===== config.mk =====
export PLATFORM = sky130hd
export DESIGN_NAME = systolic_feed_sched
export DESIGN_NICKNAME = d
export VERILOG_FILES = /design/src/rtl/systolic_feed_sched.sv
export SDC_FILE = /design/constraint.sdc
export NUM_CORES = 1
export LEC_CHECK = 0
export CAP_MARGIN = 20
export CORE_ASPECT_RATIO = 0.6
export CORE_MARGIN = 1.5
export CORE_UTILIZATION = 55
export CTS_CLUSTER_SIZE = 12
export DETAILED_ROUTE_END_ITERATION = 12
export GPL_ROUTABILITY_DRIVEN = 0
export PLACE_DENSITY_LB_ADDON = 0.1
export SLEW_MARGIN = 0
export SYNTH_ARGS = -nofsm -noshare
export SYNTH_HDL_FRONTEND = slang
export SYNTH_SLANG_ARGS = --single-unit

===== constraint.sdc =====
create_clock -name clk -period 5.92 [get_ports clk]
set_clock_uncertainty 0.15 [all_clocks]
set_input_delay 1.184 -clock clk [delete_from_list [all_inputs] [get_ports clk]]
set_output_delay 1.184 -clock clk [all_outputs]
set_load 0.005 [all_outputs]

===== src/rtl/systolic_feed_sched.sv =====
// Skewed feed scheduler for the systolic array: lane i is read i ticks after lane 0,
// the whole wavefront is stalled on any empty due FIFO, then a fixed drain precedes done.
module systolic_feed_sched #(
    parameter int LANES     = 8,
    parameter int KW        = 8,
    parameter int DRAIN_CYC = 16
) (
    input  logic             clk,
    input  logic             rst,
    input  logic             start,
    input  logic [KW-1:0]    k_len,
    input  logic [LANES-1:0] aemptys,
    input  logic [LANES-1:0] wemptys,
    output logic [LANES-1:0] a_rd,
    output logic [LANES-1:0] w_rd,
    output logic             busy,
    output logic             stall,
    output logic             done
);

    localparam int TW = KW + 4;
    localparam int DW = $clog2(DRAIN_CYC) + 1;

    localparam logic [1:0] S_IDLE  = 2'd0;
    localparam logic [1:0] S_FEED  = 2'd1;
    localparam logic [1:0] S_DRAIN = 2'd2;
    localparam logic [1:0] S_DONE  = 2'd3;

    logic [1:0]       state_q, state_d;
    logic [TW-1:0]    t_q, t_d;
    logic [DW-1:0]    drain_q, drain_d;
    logic [KW-1:0]    k_q, k_d;
    logic [LANES-1:0] due;
    logic [TW-1:0]    k_ext;
    logic             last_tick;

    assign k_ext     = TW'(k_q);
    assign last_tick = (t_q == k_ext + TW'(LANES - 2));

    // A lane is due while 0 <= t - i < k; the subtraction is only taken once t >= i.
    always_comb begin
        due = '0;
        for (int unsigned i = 0; i < LANES; i++) begin
            if (state_q == S_FEED && t_q >= TW'(i) && (t_q - TW'(i)) < k_ext) begin
                due[i] = 1'b1;
            end
        end
        stall = |(due & (aemptys | wemptys));
        a_rd  = stall ? '0 : due;
    end

    assign w_rd = a_rd;
    assign busy = (state_q != S_IDLE);
    assign done = (state_q == S_DONE);

    always_comb begin
        state_d = state_q;
        t_d     = t_q;
        drain_d = drain_q;
        k_d     = k_q;
        case (state_q)
            S_IDLE: begin
                if (start) begin
                    if (k_len != '0) begin
                        k_d     = k_len;
                        t_d     = '0;
                        state_d = S_FEED;
                    end else begin
                        state_d = S_DONE;
                    end
                end
            end
            S_FEED: begin
                if (!stall) begin
                    t_d = t_q + 1'b1;
                    if (last_tick) begin
                        drain_d = '0;
                        state_d = S_DRAIN;
                    end
                end
            end
            S_DRAIN: begin
                drain_d = drain_q + 1'b1;
                if (drain_q == DW'(DRAIN_CYC - 1)) begin
                    state_d = S_DONE;
                end
            end
            default: begin
                state_d = S_IDLE;
            end
        endcase
    end

    always_ff @(posedge clk or posedge rst) begin
        if (rst) begin
            state_q <= S_IDLE;
            t_q     <= '0;
            drain_q <= '0;
            k_q     <= '0;
        end else begin
            state_q <= state_d;
            t_q     <= t_d;
            drain_q <= drain_d;
            k_q     <= k_d;
        end
    end

endmodule


Word level (Yosys, flattened, before mapping)

Cells that the tools add are included.

Bits in registers: 27
Input bits: 27
Output and inout port bits: 19
Word-level logic and storage cells: 90

Add/sub/neg operators: 10
Magnitude comparators: 16
Equal/unequal tests: 10
Muxes and demuxes: 22
Bitwise operators: 2
Reduce and logical (&&, ||, !) cells: 26

Operator list:

| cell                    | number |
|---|---|
| $lt A12 B8 Y1           | 8 |
| $ge A12 B3 Y1 const B   | 4 |
| $sub A12 B3 Y12 const B | 4 |
| $mux W12                | 3 |
| $ge A12 B1 Y1 const B   | 2 |
| $ge A12 B2 Y1 const B   | 2 |
| $pmux W12 S2            | 1 |
| $sub A12 B2 Y12 const B | 2 |
| $logic_and A1 B1 Y1     | 16 |
| $add A12 B1 Y12 const B | 1 |
| $eq A12 B9 Y1           | 1 |
| $sub A12 B1 Y12 const B | 1 |
| $mux W2                 | 5 |
| $mux W5                 | 2 |
| $ne A2 B2 Y1 const B    | 5 |
| $pmux W5 S2             | 1 |
| $add A8 B3 Y9 const B   | 1 |
| $and A8 B8 Y8           | 1 |
| $mux W1                 | 8 |
| $mux W8                 | 1 |
| $or A8 B8 Y8            | 1 |
| $reduce_and A4 Y1       | 2 |
| $reduce_bool A8 Y1      | 1 |
| $reduce_or A8 Y1        | 1 |
| 8 further kinds         | 12 |

Longest topological paths before layout

Gate-level depths: netlist of the first run.

Depth after elaboration: 8
Gate-level depth with buffers: 18
Depth with buffers taken out: 14

Worst setup path before layout of the first run

OpenSTA, ideal clock, no wires.

Path type: reg-to-output
From: register t_q[2]
To: output port w_rd[6]
Arrival: 3,967 ps
Required time: 4,586 ps
Slack: 619 ps
Cell stages (with the launch flop): 19
Path buffers: 5
Path through: dfrtp_1 > clkbuf_1 > inv_1 > ha_1 > or3b_2 > buf_2 > nor3_1 > xor2_1 > ha_1 > and4_1 > a2111oi_0 > nand2_1 > nor4_1 > a211oi_1 > nand3_1 > buf_2 > buf_2 > nor4_1 > buf_4

Longest elaborated chain between the ends: 7
Elaborated cells on any way between the ends: 50
Classes of those cells: add/sub: 7; order compare: 16; mux: 9; bitwise: 1; reduce/logical: 17

RTL lines:

| element                                              | RTL line | RTL |
|---|---|---|
| start, declared                                      | 30       | `logic [TW-1:0] t_q, t_d;` |
| start signal, assigned                               | 102      | `t_q <= t_d;` |
| $sub A12 B1 Y12 (tied with other cells)              | 44       | `if (state_q == S_FEED && t_q >= TW'(i) && (t_q - TW'(i)) < k_ext) begin` |
| $lt A12 B8 Y1 or $logic_and A1 B1 Y1 (tied branches) | 44       |  |
| $logic_and A1 B1 Y1                                  | 44       |  |
| $mux W1                                              | 44       |  |
| $and A8 B8 Y8 *                                      | 48       | `stall = \|(due & (aemptys \| wemptys));` |
| $reduce_or A8 Y1 *                                   | 48       |  |
| named net stall                                      | 17       | `output logic stall,` |
| $mux W8 *                                            | 49       | `a_rd = stall ? '0 : due;` |
| end, declared                                        | 15       | `output logic [LANES-1:0] w_rd,` |

Mark *: on every way through the listed nets, which the timed path passes. The rest lies on a longest branch.

Final worst setup path of the first run

From: register t_q[1]
To: output port a_rd[6]

Longest elaborated chain between the ends: 7
Elaborated cells on any way between the ends: 50
Classes of those cells: add/sub: 7; order compare: 16; mux: 9; bitwise: 1; reduce/logical: 17

RTL lines:

| element                                              | RTL line | RTL |
|---|---|---|
| $sub A12 B1 Y12 (tied with other cells)              | 44       |  |
| $lt A12 B8 Y1 or $logic_and A1 B1 Y1 (tied branches) | 44       |  |
| $logic_and A1 B1 Y1                                  | 44       |  |
| $mux W1                                              | 44       |  |
| $and A8 B8 Y8                                        | 48       |  |
| $reduce_or A8 Y1                                     | 48       |  |
| $mux W8 *                                            | 49       |  |
| end, declared                                        | 14       | `output logic [LANES-1:0] a_rd,` |

Every way passes the cells marked *; elsewhere a longest branch is shown, timed or not.

==> key figures, run 1 <==
Power and ir drop
  • Cell Pwr Density: 76.5 nW/µm²
  • Pleak: 2.21 nW
  • Peak VDD IR: 0.0861 mV

Synth
  • Commonest cells in the netlist: ha_1 (74), nand2_1 (36), nor2_1 (35), inv_1 (33), xnor2_1 (32)
  • Post-Syn Area: 4140 µm²
  • Net Count, Synth: 611
  • Number of synthesized flops with an enable pin: 0
  • Post-synthesis register bit count: 27
  • Sequential share of the synthesized area: 16.3%
  • Synth Warn #: 0
  • Synth area leader: ha_1
  • Top cell type's share of synthesized area: 22.4%
  • Post-synth top flop: dfrtp_1
  • Avg Inst Size Synth: 8.12 µm²
  • Post-synth ARST share: 100%
  • Syn Inst Count: 510
  • Most frequent cell after synthesis: ha_1
  • Post-synth cell types: 67
  • Area contributors post-synth: ha_1 (22%), dfrtp_1 (16%), xnor2_1 (6.8%)

Route
  • 1st-iter DRT viols: 354
  • Via count: 4091
  • Post-route ant nets: 0
  • DRC: 0
  • WL final: 13100 µm
  • DRT Pass-1 Iters: 7
  • Vias per cell: 6.30
  • Wire per inst: 20.2 µm

Final layout
  • Layout cell share with drive strength beyond 1: 8.81%
  • Post-route design area: 4820 µm²
  • # fillers: 630
  • N_diodes: 0
  • Finished Core Util: 66.4%
  • Area delta synth->final: 16.5%
  • Nets: 647

Setup path
  • Crit path cell chain: inv_2 > ha_1 > or3b_2 > nor3_1 > xor2_1 > ha_1 > and4_1 > a2111oi_1 > nand2_1 > nor4_1 > a211oi_2 > nand3_4 > nor4_1 > clkdlybuf4s50_1
  • CP max stage delay: 590 ps
  • CP Data Required Time: 4590 ps
  • Critical path's top delay family: simple AND/OR/NAND/NOR gates
  • Kind of critical path: reg2out
  • Count of buffer and inverter cells on the critical path: 2
  • Crit path from: t_q[1]$_DFFE_PP0P_
  • Crit path launch type: flip-flop
  • Worst Path Arrival: 4500 ps
  • Crit end category: primary output
  • Worst path slowest cell: or3b_2
  • Worst r2r src: t_q[1]$_DFFE_PP0P_
  • Crit Path Max Fanout: 9

Place
  • Detailed placer's ending HPWL: 10200 µm
  • Dpl ws: 214 ps
  • DP Area: 4700 µm²
  • Port Buffer Count: 45

Die
  • Floorplan Core Area: 7270 µm²
  • Die Span Y: 70.2 µm
  • Starting Density: 57.0%
  • Chip Width: 115 µm
  • # IOs: 46
  • DIE AREA: 8080 µm²
  • Rows: 24

Timing
  • Max-slew violation count: 0
  • Max Clock Freq: 171 MHz
  • Setup WS post-layout: 88.8 ps
  • Final worst path period share: 98.5%
  • Setup violators final: 0
  • Worst slew pin tran: 1030 ps
  • Tmin final: 5830 ps
  • Worst slew margin: 31.5%
  • Final Hold Viols: 0

Global routing
  • GRT Util Overall: 33.6%
  • Antenna violations before repair: 0
  • Largest net degree at the start of global routing: 23
  • Grt met1 use: 51.5%
  • Number of global-route vias before repair: 3810
  • First-pass GRT wire length: 20900 µm
  • Remaining Overflow, GRT: 0
  • Met3 Use GR: 8.77%
  • Global Route met2 Usage: 47.0%
  • Top Usage Layer GRT: met1

Clock network
  • Worst-Skew Late Latency: 270 ps
  • Clock tree buffer depth: 2
  • TritonCTS Buffers: 3
  • H-tree depth: 1
  • Clock slew seen by the registers of the worst setup and hold paths: 70 ps
  • Hold-fix buffers, CTS: 0
  • TritonCTS Sinks: 27
  • Root buf cell: clkbuf_16
  • TritonCTS clock tree: yes

Worst hold path
  • Worst hold path class: reg2reg
  • HP Start: drain_q[2]$_DFFE_PP0P_

Flow run
  • Max-capacitance violation count: 0

Run status
  • Run status: finished, final reports clean
-- cell usage in the layout, fill, tap and decap left out, types with 4 or more instances in the layout --
cell type        instances
nor2_1                  35
o31ai_1                  6
nand2b_1                 5
clkdlybuf4s50_1         45
a32o_1                   6
a211oi_1                 4
dfrtp_1                 27
xor2_1                  20
or4_1                    6
a21o_1                   7
ha_1                    74
o211ai_1                 6
buf_4                   20
nor3_1                   7
a21oi_1                 25
nand2_1                 36
and4_1                   4
nor2b_1                  5
or2_2                    5
nor4_1                  16
nand3_1                 11
o21ai_0                 22
inv_1                   32
xnor2_1                 32
nand4_1                  9
a211o_1                  7
mux2i_1                  5
or3_1                    5
-- registers in the layout, indices dropped and copies added, names as in the netlist --
| signal | count |
|---|---|
| k_q | 8 |
| t_q | 12 |
| drain_q | 5 |
| state_q | 2 |
-- cell type report --
cell class | instances | area, µm² | area share (%)
Sequential cell | 27 | 676 | 14.0
Timing Repair Buffer | 66 | 628 | 13.0
Multi-Input combinational cell | 415 | 3190 | 66.1
Tap cell | 104 | 130 | 2.70
Clock buffer | 3 | 75.1 | 1.56
Clock inverter | 1 | 5.00 | 0.104
Inverter | 33 | 124 | 2.57
-- stage by stage --
| stage | hold slack, ps | cells | power (mW) | setup TNS [ps] |
|---|---|---|---|---|
| after floorplan | 315 | 510 | 0.193 | 0 |
| after global placement | 355 | 643 | 0.212 | 0 |
| after detailed placement | 356 | 644 | 0.214 | 0 |
| after CTS | 367 | 648 | 0.371 | 0 |
| after global routing | 402 | 649 | 0.381 | -31.2 |
| final | 378 | 649 | 0.369 | 0 |
-- final timing paths --
check                                          to  slack, ps  cells past startpoint
max                                       a_rd[6]         90                     14
min                        drain_q[2]$_DFFE_PP0P_        380                      1
max reg2reg                drain_q[0]$_DFFE_PP0P_       1040                     16
min reg2reg                drain_q[2]$_DFFE_PP0P_        380                      1
max in group asynchronous      t_q[7]$_DFFE_PP0P_       4200                      3
min in group asynchronous      k_q[0]$_DFFE_PP0P_       1010                      2
-- per-layer routing --
metal  share of wire [%]  routed length (µm)
met2                  39                5160
met5                   0                   0
met4                 1.4                 182
met3                  12                1580
met1                  47                6170
-- timing repair --
| action | 4_1_cts | 5_1_grt |
|---|---|---|
| endpoints found under the setup margin | 13 | 17 |
| setup buffers | 0 | 1 |
| pin swaps | 0 | 1 |
| resized for setup | 1 | 7 |
-- cells by family (layout without fill, tap and decap cells) --
kind of cell	count (synthesis)	count (layout)	share of synthesized area, %
flops	27	27	16.3
fa+ha+maj	74	74	22.4
simple gates	167	167	21.7
buf+inv	68	103	7.61
xor+xnor	52	52	11.0
mux	8	8	2.11
compound gates	114	114	18.9
-- power by group --
group          total (mW)  internal, mW  switching, mW
Combinational      0.0262        0.0179        0.00824
Clock               0.159        0.0914         0.0671
Sequential          0.184         0.184      0.0000373
Total               0.369         0.294         0.0754
Note: power is estimated with default switching activity, not from simulation.
==> run 2: changes to the inputs <==
CORE_MARGIN = 2   (was 1.5)
==> key figures, run 2 (same netlist as run 1, synthesis figures left out) <==
Run status
  • Run status: finished, final reports clean

Route
  • Vias per cell: 6.34 (+0.60%)
  • DRC: 0 (unchanged)
  • WL final: 13000 µm (-1.0%)
  • 1st-iter DRT viols: 483 (+36%)
  • Wire per inst: 20.0 µm (-0.73%)
  • Post-route ant nets: 0 (unchanged)
  • Via count: 4103 (+0.29%)
  • DRT Pass-1 Iters: 6 (-1)

Die
  • Starting Density: 57.0% (unchanged)
  • DIE AREA: 8260 µm² (+2.3%)
  • Floorplan Core Area: 7270 µm² (unchanged)
  • Rows: 24 (unchanged)
  • # IOs: 46 (unchanged)
  • Chip Width: 116 µm (+0.87%)
  • Die Span Y: 71.2 µm (+1.4%)

Timing
  • Setup WS post-layout: 190 ps (+101 ps)
  • Worst slew margin: 48.8% (+17 points)
  • Final worst path period share: 96.8% (-1.7 points)
  • Max-slew violation count: 0 (unchanged)
  • Max Clock Freq: 175 MHz (+1.8%)
  • Setup Total Neg Slack: 0 ps (unchanged)
  • Setup violators final: 0 (unchanged)
  • Hold WS: 387 ps (+9.34 ps)
  • RSZ-0062 raised after global routing: no
  • Worst slew pin tran: 749 ps (-278 ps)
  • Tmin final: 5730 ps (-101 ps)
  • Final Hold Viols: 0 (unchanged)

Clock network
  • Root buf cell: clkbuf_16
  • Worst-Skew Late Latency: 270 ps (about the same)
  • Clock tree buffer depth: 2 (unchanged)
  • H-tree depth: 1 (unchanged)
  • TritonCTS Buffers: 3 (unchanged)
  • Hold-fix buffers, CTS: 0 (unchanged)
  • TritonCTS Sinks: 27 (unchanged)
  • TritonCTS clock tree: yes
  • Clock slew seen by the registers of the worst setup and hold paths: 70 ps (about the same)

Global routing
  • GRT Util Overall: 33.0% (-0.65 points)
  • Remaining Overflow, GRT: 0 (unchanged)
  • Number of global-route vias before repair: 3869 (+1.5%)
  • Largest net degree at the start of global routing: 28 (+22%)
  • Antenna violations before repair: 0 (unchanged)
  • First-pass GRT wire length: 21000 µm (+0.53%)

Setup path
  • Crit path launch type: flip-flop
  • CP Data Required Time: 4590 ps (about the same)
  • R2R depth: 14 (-2)
  • Kind of critical path: reg2out
  • Crit end category: primary output
  • Worst Path Arrival: 4400 ps (-100 ps)
  • Crit Path Max Fanout: 10 (+1)

Final layout
  • Commonest non-fill, non-tap cells in the layout: ha_1 (74), clkdlybuf4s50_1 (45), nand2_1 (36)
  • Post-Layout Cell Count: 647 (-0.31%)
  • Nets: 645 (-0.31%)
  • Largest regs: t_q (12), k_q (8), drain_q (5)
  • N_diodes: 0 (unchanged)
  • Area delta synth->final: 16.5% (about the same)
  • Largest Register: t_q
  • Layout cell share with drive strength beyond 1: 9.02% (+0.22 points)
  • Commonest non-fill, non-tap cell in the layout: ha_1
  • Finished Core Util: 66.4% (about the same)
  • Max FFs per register: 12 (unchanged)
  • Post-route design area: 4820 µm² (about the same)

Power and ir drop
  • Cell Pwr Density: 76.9 nW/µm² (+0.54%)
  • Pleak: 2.20 nW (-0.35%)
  • PnR Total Power: 0.371 mW (+0.51%)
  • Peak VDD IR: 0.0858 mV (-0.25%)

Place
  • Detailed placer's ending HPWL: 9870 µm (-2.7%)
  • DP Area: 4640 µm² (-1.2%)
  • Dpl ws: 90.5 ps (-123 ps)
  • Placed cells: 639 (-0.78%)
  • Port Buffer Count: 45 (unchanged)

Flow run
  • Max-capacitance violation count: 0 (unchanged)

Worst hold path
  • Hold path cells: 1 (unchanged)
  • Worst hold path class: reg2reg
-- run 2: routing by layer --
layer / track usage, % / vias to the layer above / share of wire, %
met5: 0 / - / 0
met4: 4.37 / 0 / 1.3
met3: 8.63 / 22 / 13
met2: 46.7 / 268 / 40
met1: 51.3 / 1894 / 45
li1: - / 1919 / -
-- run 2: path summary, 6_finish.rpt --
path | from | to | slack (ps)
worst max-delay path | t_q[4]$_DFFE_PP0P_ | w_rd[7] | 190
worst min-delay path | drain_q[2]$_DFFE_PP0P_ | drain_q[2]$_DFFE_PP0P_ | 390
worst max register to register | t_q[4]$_DFFE_PP0P_ | drain_q[0]$_DFFE_PP0P_ | 1070
worst min register to register | drain_q[2]$_DFFE_PP0P_ | drain_q[2]$_DFFE_PP0P_ | 390
max in group asynchronous | rst | t_q[1]$_DFFE_PP0P_ | 4160
min in group asynchronous | rst | k_q[4]$_DFFE_PP0P_ | 1020
-- run 2: power breakdown --
part           total [mW]  switching [mW]  internal [mW]
combinational      0.0267         0.00874         0.0179
clock               0.160          0.0684         0.0915
sequential          0.184       0.0000374          0.184
total               0.371          0.0772          0.294
-- run 2: area by class of cell --
| class | count | area (µm²) |
|---|---|---|
| clock buffer | 3 | 75.1 |
| clock inverter | 1 | 5.00 |
| fill | 632 | 2440 |
| inverter | 33 | 124 |
| multi-input combinational | 415 | 3190 |
| sequential | 27 | 677 |
| tap | 104 | 130 |
| timing repair buffer | 64 | 626 |
-- run 2: repair_timing --
item | CTS | global route
resized for setup | 2 | 9
pin swaps | 1 | 0
setup endpoints to repair | 13 | 17
buffers inserted | 2 | 0
-- run 2: worst max-delay path: stages (launching register included) --
cell,delay [ps]
dfrtp_1,550
or4_1,750
nor2_1,250
xor2_1,100
ha_1,340
nand4_1,120
a21oi_1,330
nor4_1,120
a211oi_1,410
nand3_2,260
nor4_1,310
clkdlybuf4s50_1,570
==> run 3: changes to the inputs <==
MAX_ROUTING_LAYER = met4   (was default)
==> key figures, run 3 (same netlist as run 1, synthesis figures left out) <==
Timing
  • Tmin final: 5740 ps (+6.88 ps)
  • Final Hold Viols: 0 (unchanged)
  • Setup Total Neg Slack: 0 ps (unchanged)
  • Setup violators final: 0 (unchanged)
  • RSZ-0062 raised after global routing: no
  • Hold WS: 387 ps (-0.275 ps)
  • Max Clock Freq: 174 MHz (-0.12%)
  • Max-slew violation count: 0 (unchanged)
  • Worst slew margin: 52.0% (+3.2 points)
  • Worst slew pin tran: 702 ps (-46.6 ps)
  • Final worst path period share: 96.9% (+0.12 points)

Die
  • Starting Density: 57.0% (unchanged)
  • Floorplan Core Area: 7270 µm² (unchanged)
  • Chip Width: 116 µm (unchanged)
  • Rows: 24 (unchanged)
  • Die Span Y: 71.2 µm (unchanged)
  • DIE AREA: 8260 µm² (unchanged)
  • # IOs: 46 (unchanged)

Route
  • Via count: 4121 (+0.44%)
  • Post-route ant nets: 0 (unchanged)
  • DRT Pass-1 Iters: 6 (unchanged)
  • DRC: 0 (unchanged)
  • DR WL met2: 5240 µm (+0.81%)
  • WL final: 12900 µm (-0.10%)
  • 1st-iter DRT viols: 539 (+12%)
  • Met3 wire len: 1760 µm (+4.0%)
  • Vias per cell: 6.37 (+0.44%)
  • Wire per inst: 20.0 µm (-0.10%)
  • Max Used Layer: met4
  • Wire length on met1: 5810 µm (-1.4%)

Power and ir drop
  • Switch share: 20.4% (-0.40 points)
  • Pleak: 2.20 nW (unchanged)
  • Clk pwr share: 42.8% (-0.3 points)
  • Comb pwr share: 7.2% (about the same)
  • Internal power: 0.294 mW (about the same)
  • Cell Pwr Density: 76.5 nW/µm² (-0.53%)
  • Switching pwr: 0.0753 mW (-2.5%)
  • Register share of total power: 50.0% (+0.3 points)
  • Peak VDD IR: 0.0850 mV (-0.99%)

Setup path
  • CP Data Required Time: 4590 ps (about the same)
  • Crit path launch type: flip-flop
  • Count of buffer and inverter cells on the critical path: 1 (unchanged)
  • Worst Path Arrival: 4400 ps (about the same)
  • CP max stage delay: 760 ps (about the same)
  • R2R depth: 14 (unchanged)
  • Crit Path Max Fanout: 10 (unchanged)
  • R2r setup slk: 1060 ps (about the same)
  • Worst r2r src: t_q[4]$_DFFE_PP0P_
  • R2R Path End: drain_q[0]$_DFFE_PP0P_
  • Most used cell, CP: nor4_1
  • Worst path slowest cell: or4_1
  • Critical path's top delay family: simple AND/OR/NAND/NOR gates
  • Crit end category: primary output
  • Crit path cell chain: or4_1 > nor2_1 > xor2_1 > ha_1 > nand4_1 > a21oi_1 > nor4_1 > a211oi_1 > nand3_2 > nor4_1 > clkdlybuf4s50_1
  • Kind of critical path: reg2out

Place
  • Detailed placer's ending HPWL: 9870 µm (unchanged)
  • Port Buffer Count: 45 (unchanged)

Worst hold path
  • HP Start: drain_q[3]$_DFFE_PP0P_
  • WHS Endpoint: drain_q[3]$_DFFE_PP0P_
  • Hold path cells: 2 (+1)
  • Worst hold path class: reg2reg

Final layout
  • Commonest non-fill, non-tap cell in the layout: ha_1
  • Largest regs: t_q (12), k_q (8), drain_q (5)
  • Finished Core Util: 66.4% (unchanged)
  • Nets: 645 (unchanged)
  • N_diodes: 0 (unchanged)
  • Area delta synth->final: 16.5% (unchanged)
  • Max FFs per register: 12 (unchanged)
  • Commonest non-fill, non-tap cells in the layout: ha_1 (74), clkdlybuf4s50_1 (45), nand2_1 (36)
  • Largest Register: t_q
  • Layout cell share with drive strength beyond 1: 9.02% (unchanged)

Global routing
  • First-pass GRT wire length: 20900 µm (-0.27%)
  • Antenna violations before repair: 0 (unchanged)
  • Largest net degree at the start of global routing: 28 (unchanged)
  • GRT Util Overall: 33.9% (+0.92 points)
  • Remaining Overflow, GRT: 0 (unchanged)
  • Number of global-route vias before repair: 3877 (+0.21%)

Clock network
  • TritonCTS clock tree: yes
  • H-tree depth: 1 (unchanged)
  • Hold-fix buffers, CTS: 0 (unchanged)
  • Worst-Skew Late Latency: 270 ps (about the same)
  • Root buf cell: clkbuf_16
  • Clock slew seen by the registers of the worst setup and hold paths: 60 ps (about the same)
  • TritonCTS Sinks: 27 (unchanged)
  • TritonCTS Buffers: 3 (unchanged)
  • Clock tree buffer depth: 2 (unchanged)

Flow run
  • Max-capacitance violation count: 0 (unchanged)

Run status
  • Run status: finished, final reports clean
## run 3: routing by layer
layer,vias up,global-route usage (%)
li1,1924,-
met1,1928,51.2
met2,254,46.3
met3,15,8.54
met4,0,5.03
met5,-,-
## run 3: final cells by class
cell class / instances / area, µm²
Clock buffer: 3 / 75.1
Clock inverter: 1 / 5.00
Fill cell: 632 / 2440
Inverter: 33 / 124
Multi-Input combinational cell: 415 / 3190
Sequential cell: 27 / 677
Tap cell: 104 / 130
Timing Repair Buffer: 64 / 626
## run 3: how the worst max path moves through the flow
stage / start / endpoint / slack, ps / depth (start not counted)
finish: t_q[4]$_DFFE_PP0P_ / a_rd[6] / 180 / 11
detailed placement: t_q[1]$_DFFE_PP0P_ / w_rd[4] / 90 / 14
global placement: t_q[1]$_DFFE_PP0P_ / stall / 150 / 13
floorplan: t_q[2]$_DFFE_PP0P_ / w_rd[6] / 620 / 18
global route: t_q[4]$_DFFE_PP0P_ / w_rd[6] / 2 / 11
CTS: t_q[1]$_DFFE_PP0P_ / stall / 20 / 14
## run 3: power by group through the flow
stage          sequential [mW]  combinational [mW]  clock (mW)
2_1_floorplan            0.188             0.00468           0
3_3_place_gp             0.188              0.0240           0
3_5_place_dp             0.188              0.0243           0
4_1_cts                  0.184              0.0245       0.160
5_1_grt                  0.184              0.0290       0.173
6_report                 0.184              0.0267       0.158
## run 3: through the flow
| stage | worst slack, ps | cells | power (mW) | instance area (µm²) |
|---|---|---|---|---|
| finish | 183 | 647 | 0.369 | 4820 |
| detailed placement | 90.5 | 639 | 0.212 | 4640 |
| CTS | 25.0 | 645 | 0.369 | 4760 |
| global route | 1.93 | 647 | 0.386 | 4820 |
| global placement | 152 | 639 | 0.212 | 4640 |
| floorplan | 619 | 510 | 0.193 | 4140 |
## run 3: worst reg2reg max path: stages (launching register included)
cell and delay, ps:
dfrtp_1 550, or4_1 770, nor2_1 260, xor2_1 100
ha_1 350, nand4_1 120, a21oi_1 340, nor4_1 120
a211oi_1 400, nand3_2 260, buf_12 210, buf_4 130
buf_4 180, or3_1 490, mux2_4 330
## run 3: repair_timing
item	in CTS	in global routing
buffers inserted	2	0
endpoints found under the setup margin	13	17
pin swaps	1	0
hold endpoints to repair	0	0
resized for setup	2	9
